===== src/rtl/qubit_ctrl_pkg.sv =====
// Shared types for the qubit control slice: gate opcodes, sequencer states
// and the queued gate command record.
package qubit_ctrl_pkg;

  localparam int unsigned REP_W = 4;

  typedef enum logic [1:0] {
    OP_NOP  = 2'b00,
    OP_X    = 2'b01,
    OP_H    = 2'b10,
    OP_WAIT = 2'b11
  } gate_op_e;

  typedef enum logic [1:0] {
    QGS_IDLE,
    QGS_ISSUE,
    QGS_GAP
  } qgs_state_e;

  typedef struct packed {
    gate_op_e         op;
    logic [REP_W-1:0] rep;
  } gate_cmd_t;

  // A repeat count of zero still costs one issue slot.
  function automatic logic [REP_W-1:0] rep_eff(input logic [REP_W-1:0] rep);
    return (rep == '0) ? REP_W'(1) : rep;
  endfunction

endpackage


===== src/rtl/qgs_fifo.sv =====
// Command FIFO for the gate sequencer: power-of-two depth, level output
// one bit wider than the pointers so full and empty stay distinct.
module qgs_fifo
  import qubit_ctrl_pkg::*;
#(
  parameter int unsigned DEPTH = 4,
  parameter type item_t = gate_cmd_t
) (
  input  logic                     clock,
  input  logic                     reset,
  input  logic                     flush,
  input  logic                     push,
  input  item_t                    push_data,
  input  logic                     pop,
  output item_t                    pop_data,
  output logic [$clog2(DEPTH):0]   level
);

  localparam int unsigned PTR_W = $clog2(DEPTH);

  item_t             mem [DEPTH];
  logic [PTR_W-1:0]  wr_ptr;
  logic [PTR_W-1:0]  rd_ptr;

  // Storage write; the caller only pushes when there is room.
  always_ff @(posedge clock) begin
    if (push) mem[wr_ptr] <= push_data;
  end

  // Pointer and occupancy update; pointers wrap naturally modulo DEPTH.
  always_ff @(posedge clock or posedge reset) begin
    if (reset) begin
      wr_ptr <= '0;
      rd_ptr <= '0;
      level  <= '0;
    end else if (flush) begin
      wr_ptr <= '0;
      rd_ptr <= '0;
      level  <= '0;
    end else begin
      if (push) wr_ptr <= wr_ptr + 1'b1;
      if (pop)  rd_ptr <= rd_ptr + 1'b1;
      case ({push, pop})
        2'b10:   level <= level + 1'b1;
        2'b01:   level <= level - 1'b1;
        default: level <= level;
      endcase
    end
  end

  assign pop_data = mem[rd_ptr];

endmodule


===== src/rtl/qubit_gate_sequencer.sv =====
// Gate sequencer: queues {op, rep} commands and replays them as one-cycle
// X / Hadamard pulses, each issue slot followed by GAP idle cycles.
// Optional statistics counters are built when QGS_STATS_EN is defined.
module qubit_gate_sequencer
  import qubit_ctrl_pkg::*;
#(
  parameter int unsigned DEPTH = 4,
  parameter int unsigned GAP   = 1,
  parameter int unsigned CNT_W = 8
) (
  input  logic                   clock,
  input  logic                   reset,
  input  logic                   flush,
  input  logic                   cmd_valid,
  output logic                   cmd_ready,
  input  logic [1:0]             cmd_op,
  input  logic [3:0]             cmd_rep,
  output logic                   apply_X_gate,
  output logic                   apply_Hadamard_gate,
  output logic                   busy,
  output logic [$clog2(DEPTH):0] fifo_level
`ifdef QGS_STATS_EN
  ,
  output logic [CNT_W-1:0]       x_count,
  output logic [CNT_W-1:0]       h_count
`endif
);

  localparam int unsigned LVL_W = $clog2(DEPTH) + 1;
  localparam int unsigned GAP_W = (GAP > 1) ? $clog2(GAP) : 1;

  qgs_state_e        state;
  qgs_state_e        state_next;
  gate_op_e          cur_op;
  logic [REP_W-1:0]  remaining;
  logic [GAP_W-1:0]  gap_cnt;
  logic              push;
  logic              pop;
  logic              pulse_x;
  logic              pulse_h;
  gate_cmd_t         push_cmd;
  gate_cmd_t         head_cmd;

  assign cmd_ready = (fifo_level != LVL_W'(DEPTH)) && !flush;
  assign push      = cmd_valid && cmd_ready;
  assign pop       = (state == QGS_IDLE) && (fifo_level != '0) && !flush;
  assign push_cmd  = '{op: gate_op_e'(cmd_op), rep: cmd_rep};

  qgs_fifo #(
    .DEPTH  (DEPTH),
    .item_t (gate_cmd_t)
  ) u_fifo (
    .clock     (clock),
    .reset     (reset),
    .flush     (flush),
    .push      (push),
    .push_data (push_cmd),
    .pop       (pop),
    .pop_data  (head_cmd),
    .level     (fifo_level)
  );

  // State register.
  always_ff @(posedge clock or posedge reset) begin
    if (reset) state <= QGS_IDLE;
    else       state <= state_next;
  end

  // Next-state and raw pulse decode.
  always_comb begin
    state_next = state;
    pulse_x    = 1'b0;
    pulse_h    = 1'b0;
    case (state)
      QGS_IDLE: begin
        if (pop) state_next = QGS_ISSUE;
      end
      QGS_ISSUE: begin
        pulse_x = (cur_op == OP_X);
        pulse_h = (cur_op == OP_H);
        // remaining has not been decremented yet, so 1 means last slot.
        if (GAP > 0)                state_next = QGS_GAP;
        else if (remaining != 4'd1) state_next = QGS_ISSUE;
        else                        state_next = QGS_IDLE;
      end
      QGS_GAP: begin
        if (gap_cnt == GAP_W'(GAP - 1))
          state_next = (remaining != '0) ? QGS_ISSUE : QGS_IDLE;
      end
      default: state_next = QGS_IDLE;
    endcase
    if (flush) state_next = QGS_IDLE;
  end

  // Current command, repeat counter and gap counter.
  always_ff @(posedge clock or posedge reset) begin
    if (reset) begin
      cur_op    <= OP_NOP;
      remaining <= '0;
      gap_cnt   <= '0;
    end else if (flush) begin
      remaining <= '0;
      gap_cnt   <= '0;
    end else begin
      case (state)
        QGS_IDLE: begin
          if (pop) begin
            cur_op    <= head_cmd.op;
            remaining <= rep_eff(head_cmd.rep);
          end
        end
        QGS_ISSUE: begin
          remaining <= remaining - 1'b1;
          gap_cnt   <= '0;
        end
        QGS_GAP:  gap_cnt <= gap_cnt + 1'b1;
        default:  gap_cnt <= '0;
      endcase
    end
  end

  assign apply_X_gate        = pulse_x && !flush;
  assign apply_Hadamard_gate = pulse_h && !flush;
  assign busy                = (state != QGS_IDLE) || (fifo_level != '0);

`ifdef QGS_STATS_EN
  // Saturating pulse counters; cleared by reset only.
  always_ff @(posedge clock or posedge reset) begin
    if (reset) begin
      x_count <= '0;
      h_count <= '0;
    end else begin
      if (apply_X_gate && (x_count != '1))        x_count <= x_count + 1'b1;
      if (apply_Hadamard_gate && (h_count != '1)) h_count <= h_count + 1'b1;
    end
  end
`endif

endmodule

===== config.mk =====
export PLATFORM = sky130hd
export DESIGN_NAME = qubit_gate_sequencer
export DESIGN_NICKNAME = d
export VERILOG_FILES = /design/src/rtl/qubit_ctrl_pkg.sv /design/src/rtl/qgs_fifo.sv /design/src/rtl/qubit_gate_sequencer.sv
export SDC_FILE = /design/constraint.sdc
export NUM_CORES = 1
export LEC_CHECK = 0
export CORE_MARGIN = 1
export CORE_UTILIZATION = 50
export DETAILED_ROUTE_END_ITERATION = 8
export PLACE_DENSITY = 0.69
export SLEW_MARGIN = 20
export SYNTH_ARGS = -nofsm -noshare
export SYNTH_HDL_FRONTEND = slang
export SYNTH_HIERARCHICAL = 1
export SYNTH_SLANG_ARGS = --single-unit

===== constraint.sdc =====
create_clock -name clock -period 1.78 [get_ports clock]
set_input_delay 0.267 -clock clock [delete_from_list [all_inputs] [get_ports clock]]
set_output_delay 0.267 -clock clock [all_outputs]
set_load 0.05 [all_outputs]

== After elaboration in Yosys (flattened, before gate mapping) ==
Memory sizes are Yosys's and may differ from the RTL's.
Cells that the tools add are included.
Storage, ports and cells
  register bits: 16
  bits in writable memories: 24
  input port bits: 10
  output and inout port bits: 7
  logic and storage cells: 66
  memories kept: 1
Memory list
  u_fifo.mem: words 4, width 6, rd ports 1, clocked after memory_dff 0, write ports 1, line qgs_fifo.sv:21  | item_t mem [DEPTH];
Operators by class
  $add $sub $neg: 6
  equality and inequality tests: 10
  mux-type cells: 21
  bitwise gates (word level): 1
  reductions and logical operators: 20
Operators with widths (number)
  2-to-1 mux 2 bit: 7
  2-to-1 mux 4 bit: 3
  nonzero test 3 bit: 3
  one-hot mux 4 bit (2 select lines): 1
  equality test 2 x 1 -> 1 bit (second input constant): 3
  equality test 2 bit (second input constant): 3
  logical AND 1 bit: 6
  2-to-1 mux 1 bit: 6
  inequality test 3 bit (second input constant): 2
  one-hot mux 2 bit (3 select lines): 1
  one-hot mux 3 bit (2 select lines): 1
  nonzero test 2 bit: 3
  adder 2 x 1 -> 2 bit (second input constant): 2
  zero test 4 bit: 1
  AND reduction 2 bit: 2
  nonzero test 4 bit: 1
  subtractor 4 x 1 -> 4 bit (second input constant): 1
  adder 3 x 1 -> 3 bit (second input constant): 1
  2-to-1 mux 3 bit: 1
  inequality test 3 x 2 -> 1 bit (second input constant): 1
  AND reduction 3 bit: 1
  subtractor 3 x 1 -> 3 bit (second input constant): 1
  zero test 2 bit: 1
  inequality test 2 bit (second input constant): 1
  other kinds (5): 5

== Longest topological paths before layout ==
  depth after elaboration: 6
  depth in mapped cells: 9
  depth with buffers taken out: 8

== By module ==
The synthesis kept the hierarchy.
By module, submodules not included
  qgs_fifo: times used 1, cells each 72, area an instance 1312.5 µm², seq. area each 895.9 µm²
  qubit_gate_sequencer: times used 1, cells each 63, area an instance 623.1 µm², seq. area each 225.2 µm²

== Least setup slack after synthesis ==
OpenSTA, ideal clock, no wires.
  path type: register to register
  start: register u_fifo.level[1]
  end: register u_fifo.level[2]
  library setup time: 0.126 ns
  arrival: 2.930 ns
  required time: 1.654 ns
  slack: -1.276 ns
  stages on the path, launching flop included: 10
  path buffers: 1
  period minus slack after synthesis: 3.056 ns
  cells stage by stage: dfrtp_1 -> nor2_1 -> a21oi_1 -> and2_1 -> buf_6 -> nor2b_1 -> fa_1 -> nor3b_2 -> o21ai_1 -> nor3b_2
Between the ends
  word-level cells in the longest chain between the ends: 6
  elaborated cells on any way between the ends: 13
  classes of those cells: 2 x add/sub; 3 x eq/ne; 2 x mux; 6 x reduce/logical
Ends and longest elaborated chain
  start, declared: line qgs_fifo.sv:16  | output logic [$clog2(DEPTH):0] level
  start signal, assigned: line qgs_fifo.sv:44  | 2'b10: level <= level + 1'b1;
  start signal, assigned: line qgs_fifo.sv:45  | 2'b01: level <= level - 1'b1;
  start signal, assigned: line qgs_fifo.sv:46  | default: level <= level;
  inequality test 3 bit (*): line qubit_gate_sequencer.sv:44  | assign cmd_ready = (fifo_level != LVL_W'(DEPTH)) && !flush;
  logical AND 1 bit (*): line qubit_gate_sequencer.sv:44
  via cmd_ready: line qubit_gate_sequencer.sv:15  | output logic cmd_ready,
  logical AND 1 bit (*): line qubit_gate_sequencer.sv:45  | assign push = cmd_valid && cmd_ready;
  via push: line qubit_gate_sequencer.sv:37  | logic push;
  equality test 2 x 1 -> 1 bit / equality test 2 bit (equally long branches): line qgs_fifo.sv:43  | case ({push, pop})
  one-hot mux 3 bit (2 select lines): line qgs_fifo.sv:43
  2-to-1 mux 3 bit: line qgs_fifo.sv:36  | end else if (flush) begin
The timed path passes the listed nets; every way through them passes the cells marked *.
A chain may end at the register's enable or synchronous reset.

== Worst setup path in the final report ==
  start: register u_fifo.level[0]
  end: register u_fifo.level[2]
Between the ends
  word-level cells in the longest chain between the ends: 6
  elaborated cells on any way between the ends: 13
  classes of those cells: 2 x add/sub; 3 x eq/ne; 2 x mux; 6 x reduce/logical
Ends and longest elaborated chain (line)
  inequality test 3 bit (*): qubit_gate_sequencer.sv:44
  logical AND 1 bit (*): qubit_gate_sequencer.sv:44
  logical AND 1 bit (*): qubit_gate_sequencer.sv:45
  via push: qubit_gate_sequencer.sv:37
  equality test 2 x 1 -> 1 bit / equality test 2 bit (equally long branches): qgs_fifo.sv:43
  one-hot mux 3 bit (2 select lines): qgs_fifo.sv:43
  2-to-1 mux 3 bit: qgs_fifo.sv:36
Marked as above.

==> impl_metrics.tcl <==
set metrics [dict create \
    outcome "finished with violations" \
    violations "setup timing" \
    crit_required_ns 1.96 \
    path_clk_slew_ns 0.08 \
    hold_buffers 0 \
    r2r_end "u_fifo/level[2]" \
    antenna_found_initial 0 \
    synth-edff-count 24 \
    drive_gt1_frac 0.4171 \
    end_kind "register" \
    drtPass1Iterations 4 \
    critPathSlowestCell "dfrtp_4" \
    ant_nets 0 \
    clock_latency_ns 0.29 \
    drt-wirelength-per-cell_um 15.50 \
    power.leakage_nw 0.9526 \
    reg2reg_slack_ns -0.08 \
    period_needed_ns 1.856 \
    cts_sinks 40 \
    synthTopCellsByCount "edfxtp_1 (24), dfrtp_1 (16), nor2_1 (9)" \
    ir_drop_mv 0.6597 \
    globalplace.congestion 0.9117 \
    critPathMaxStageDelay_ns 0.51 \
    ys_types 47 \
    finalWirelength_um 3456 \
    fin_nets 190 \
    core_area_um2 3689 \
    period_share 1.043 \
    skew_ns 0.006846 \
    setup_ws_ns -0.07607 \
    rsz0062_at_grt "yes" \
    num_io_pins 17 \
    cts_tree "yes" \
    diodes 0 \
    cts_max_level 2 \
    critPathMaxFanout 3 \
    slew_headroom 0.7390 \
    num_vias 1207 \
    tightest_slew_ns 0.3883 \
    numCtsBuffers 5 \
    max_freq_mhz 538.8 \
    reg2reg_from "u_fifo/level[0]" \
    netlist_instances 135 \
    dp_slack_ns -0.2927 \
    setup-violations-final 2 \
    yosysMostFrequentCell "edfxtp_1" \
    fp.dieArea_um2 4124 \
    grt-ovfl-total 0 \
    crit_start "u_fifo/level[0]" \
    initial_core_util 0.5248 \
    via_per_inst 5.413 \
    netlist_top_cells_area "edfxtp_1 (37%), dfrtp_1 (21%), mux4_2 (7.0%)" \
    cts_root_buf "clkbuf_8" \
    max-cap-violations 0 \
    fin_util 0.6822 \
    synth_largest_area_cell "edfxtp_1" \
    multi_input_area_um2 830.8 \
    port-buffer-count 16 \
    start_kind "register" \
    synth_warnings 6 \
    ys_ff_latch 40 \
    ys.flop_type "edfxtp_1" \
    die_w_um 64.22 \
    syn_to_final_growth_pct 29.99 \
    seqCellArea_um2 1132 \
    dp_hpwl_um 2547 \
    grt_pass1_vias 1284 \
    slew_viol_final 0 \
    drt_first_iter_violations 76 \
    die_h_um 64.22 \
    row_count 22 \
    rr_worst_depth 9 \
    grt_max_degree 18 \
    ys_seq_area_frac 0.5792 \
    track_usage 0.2009 \
    critical_path_class "register to register" \
    cp.arrival_ns 2.04 \
    path_cells "buf_6, nor2_4, a21oi_4, and2_4, nor2b_4, fa_2, and3b_1, o21ai_1, nor3b_2" \
    hold_class "input port to async pin" \
    clockBufferDepth 2 \
    syn_area_um2 1936 \
    ys_async_sr_fraction 0.4000 \
    grt_first_pass_wirelength_um 6016 \
    synth_area_per_cell_um2 14.34 \
    hold_violations 0 \
    synth_nets 151 \
    fillers 260 \
    cellPowerDensity_nw_per_um2 1605 \
    drc_errors 0 \
    synth_top_area_share 0.3723 \
]
## flip-flops by register name, summed over array words and instances, names as in the netlist
| register | count |
|---|---|
| cur_op | 2 |
| gap_cnt | 1 |
| remaining | 4 |
| state | 2 |
| u_fifo/level | 3 |
| u_fifo/mem | 24 |
| u_fifo/rd_ptr | 2 |
| u_fifo/wr_ptr | 2 |
## cells in the final DEF, fill, tap and decap left out, types with 4 or more instances in the layout
cell / count
edfxtp_1: 24
dfrtp_1: 11
mux4_2: 6
buf_4: 21
inv_1: 8
nor2_1: 8
ha_1: 5
clkdlybuf4s50_1: 8
buf_6: 4
clkbuf_8: 5
xnor2_1: 4
and2_2: 4
## routing by layer
metal,track usage,vias to the layer above,share of wire
met5,0,-,0
met4,0.1083,0,0.030
met3,0.05536,9,0.036
met2,0.3351,27,0.52
met1,0.2346,596,0.41
li1,-,575,-
## what timing repair did
item / in CTS / in global routing
resized for setup: 9 / 8
pin swaps: 4 / 2
setup buffers: 5 / 1
endpoints found under the setup margin: 5 / 5
## kinds of logic after synthesis
kind of cell | Yosys count | share of synthesized area
flip-flops | 40 | 0.5792
XOR/XNOR | 7 | 0.03555
AO/OA/AOI/OAI | 17 | 0.06852
adder cells (fa/ha/maj) | 6 | 0.04266
buffers and inverters | 15 | 0.04330
multiplexers | 10 | 0.09179
AND/OR/NAND/NOR | 40 | 0.1390
## worst max-delay path: cells and delay by family, from the launching register on
kind | cells | cell delay (ns)
AND/OR/NAND/NOR | 5 | 0.76
flip-flops | 1 | 0.51
adder cells (fa/ha/maj) | 1 | 0.23
buffers and inverters | 1 | 0.13
AO/OA/AOI/OAI | 2 | 0.13
## worst max-delay path by stage
stage                                  to  slack, ns  cells after the start
after CTS                 u_fifo/level[2]      -0.06                      7
final                     u_fifo/level[2]      -0.08                      9
after floorplan           u_fifo/level[2]      -0.47                      9
after global placement    u_fifo/level[2]      -0.24                      8
after global routing      u_fifo/level[2]      -0.18                      9
after detailed placement  u_fifo/level[2]      -0.29                      8
## report_power, final
group	total (mW)	switching (mW)	internal (mW)
Sequential	1.33	0.170	1.16
Combinational	2.11	1.03	1.08
Clock	0.599	0.322	0.277
Total	4.04	1.52	2.52
## cell type report
type | instances | share of cell area
clock buffer | 5 | 0.02735
inverter | 9 | 0.01343
sequential | 40 | 0.4500
timing repair buffer | 38 | 0.1457
clock inverter | 3 | 0.009448
tap | 48 | 0.02387
multi-input combinational | 80 | 0.3302
## through the flow
stage | TNS [ns] | area, um2 | std cells | hold slack (ns) | power (mW)
2_1_floorplan | -2.150 | 1998 | 135 | 0.07037 | 2.661
3_3_place_gp | -2.083 | 2323 | 211 | 0.5039 | 3.161
3_5_place_dp | -2.777 | 2323 | 211 | 0.5138 | 3.211
4_1_cts | -0.1121 | 2492 | 224 | 0.2476 | 4.002
5_1_grt | -0.4290 | 2516 | 223 | 0.2582 | 4.301
6_report | -0.1286 | 2516 | 223 | 0.2345 | 4.039
No activity file was read; power rests on OpenSTA's default activity.
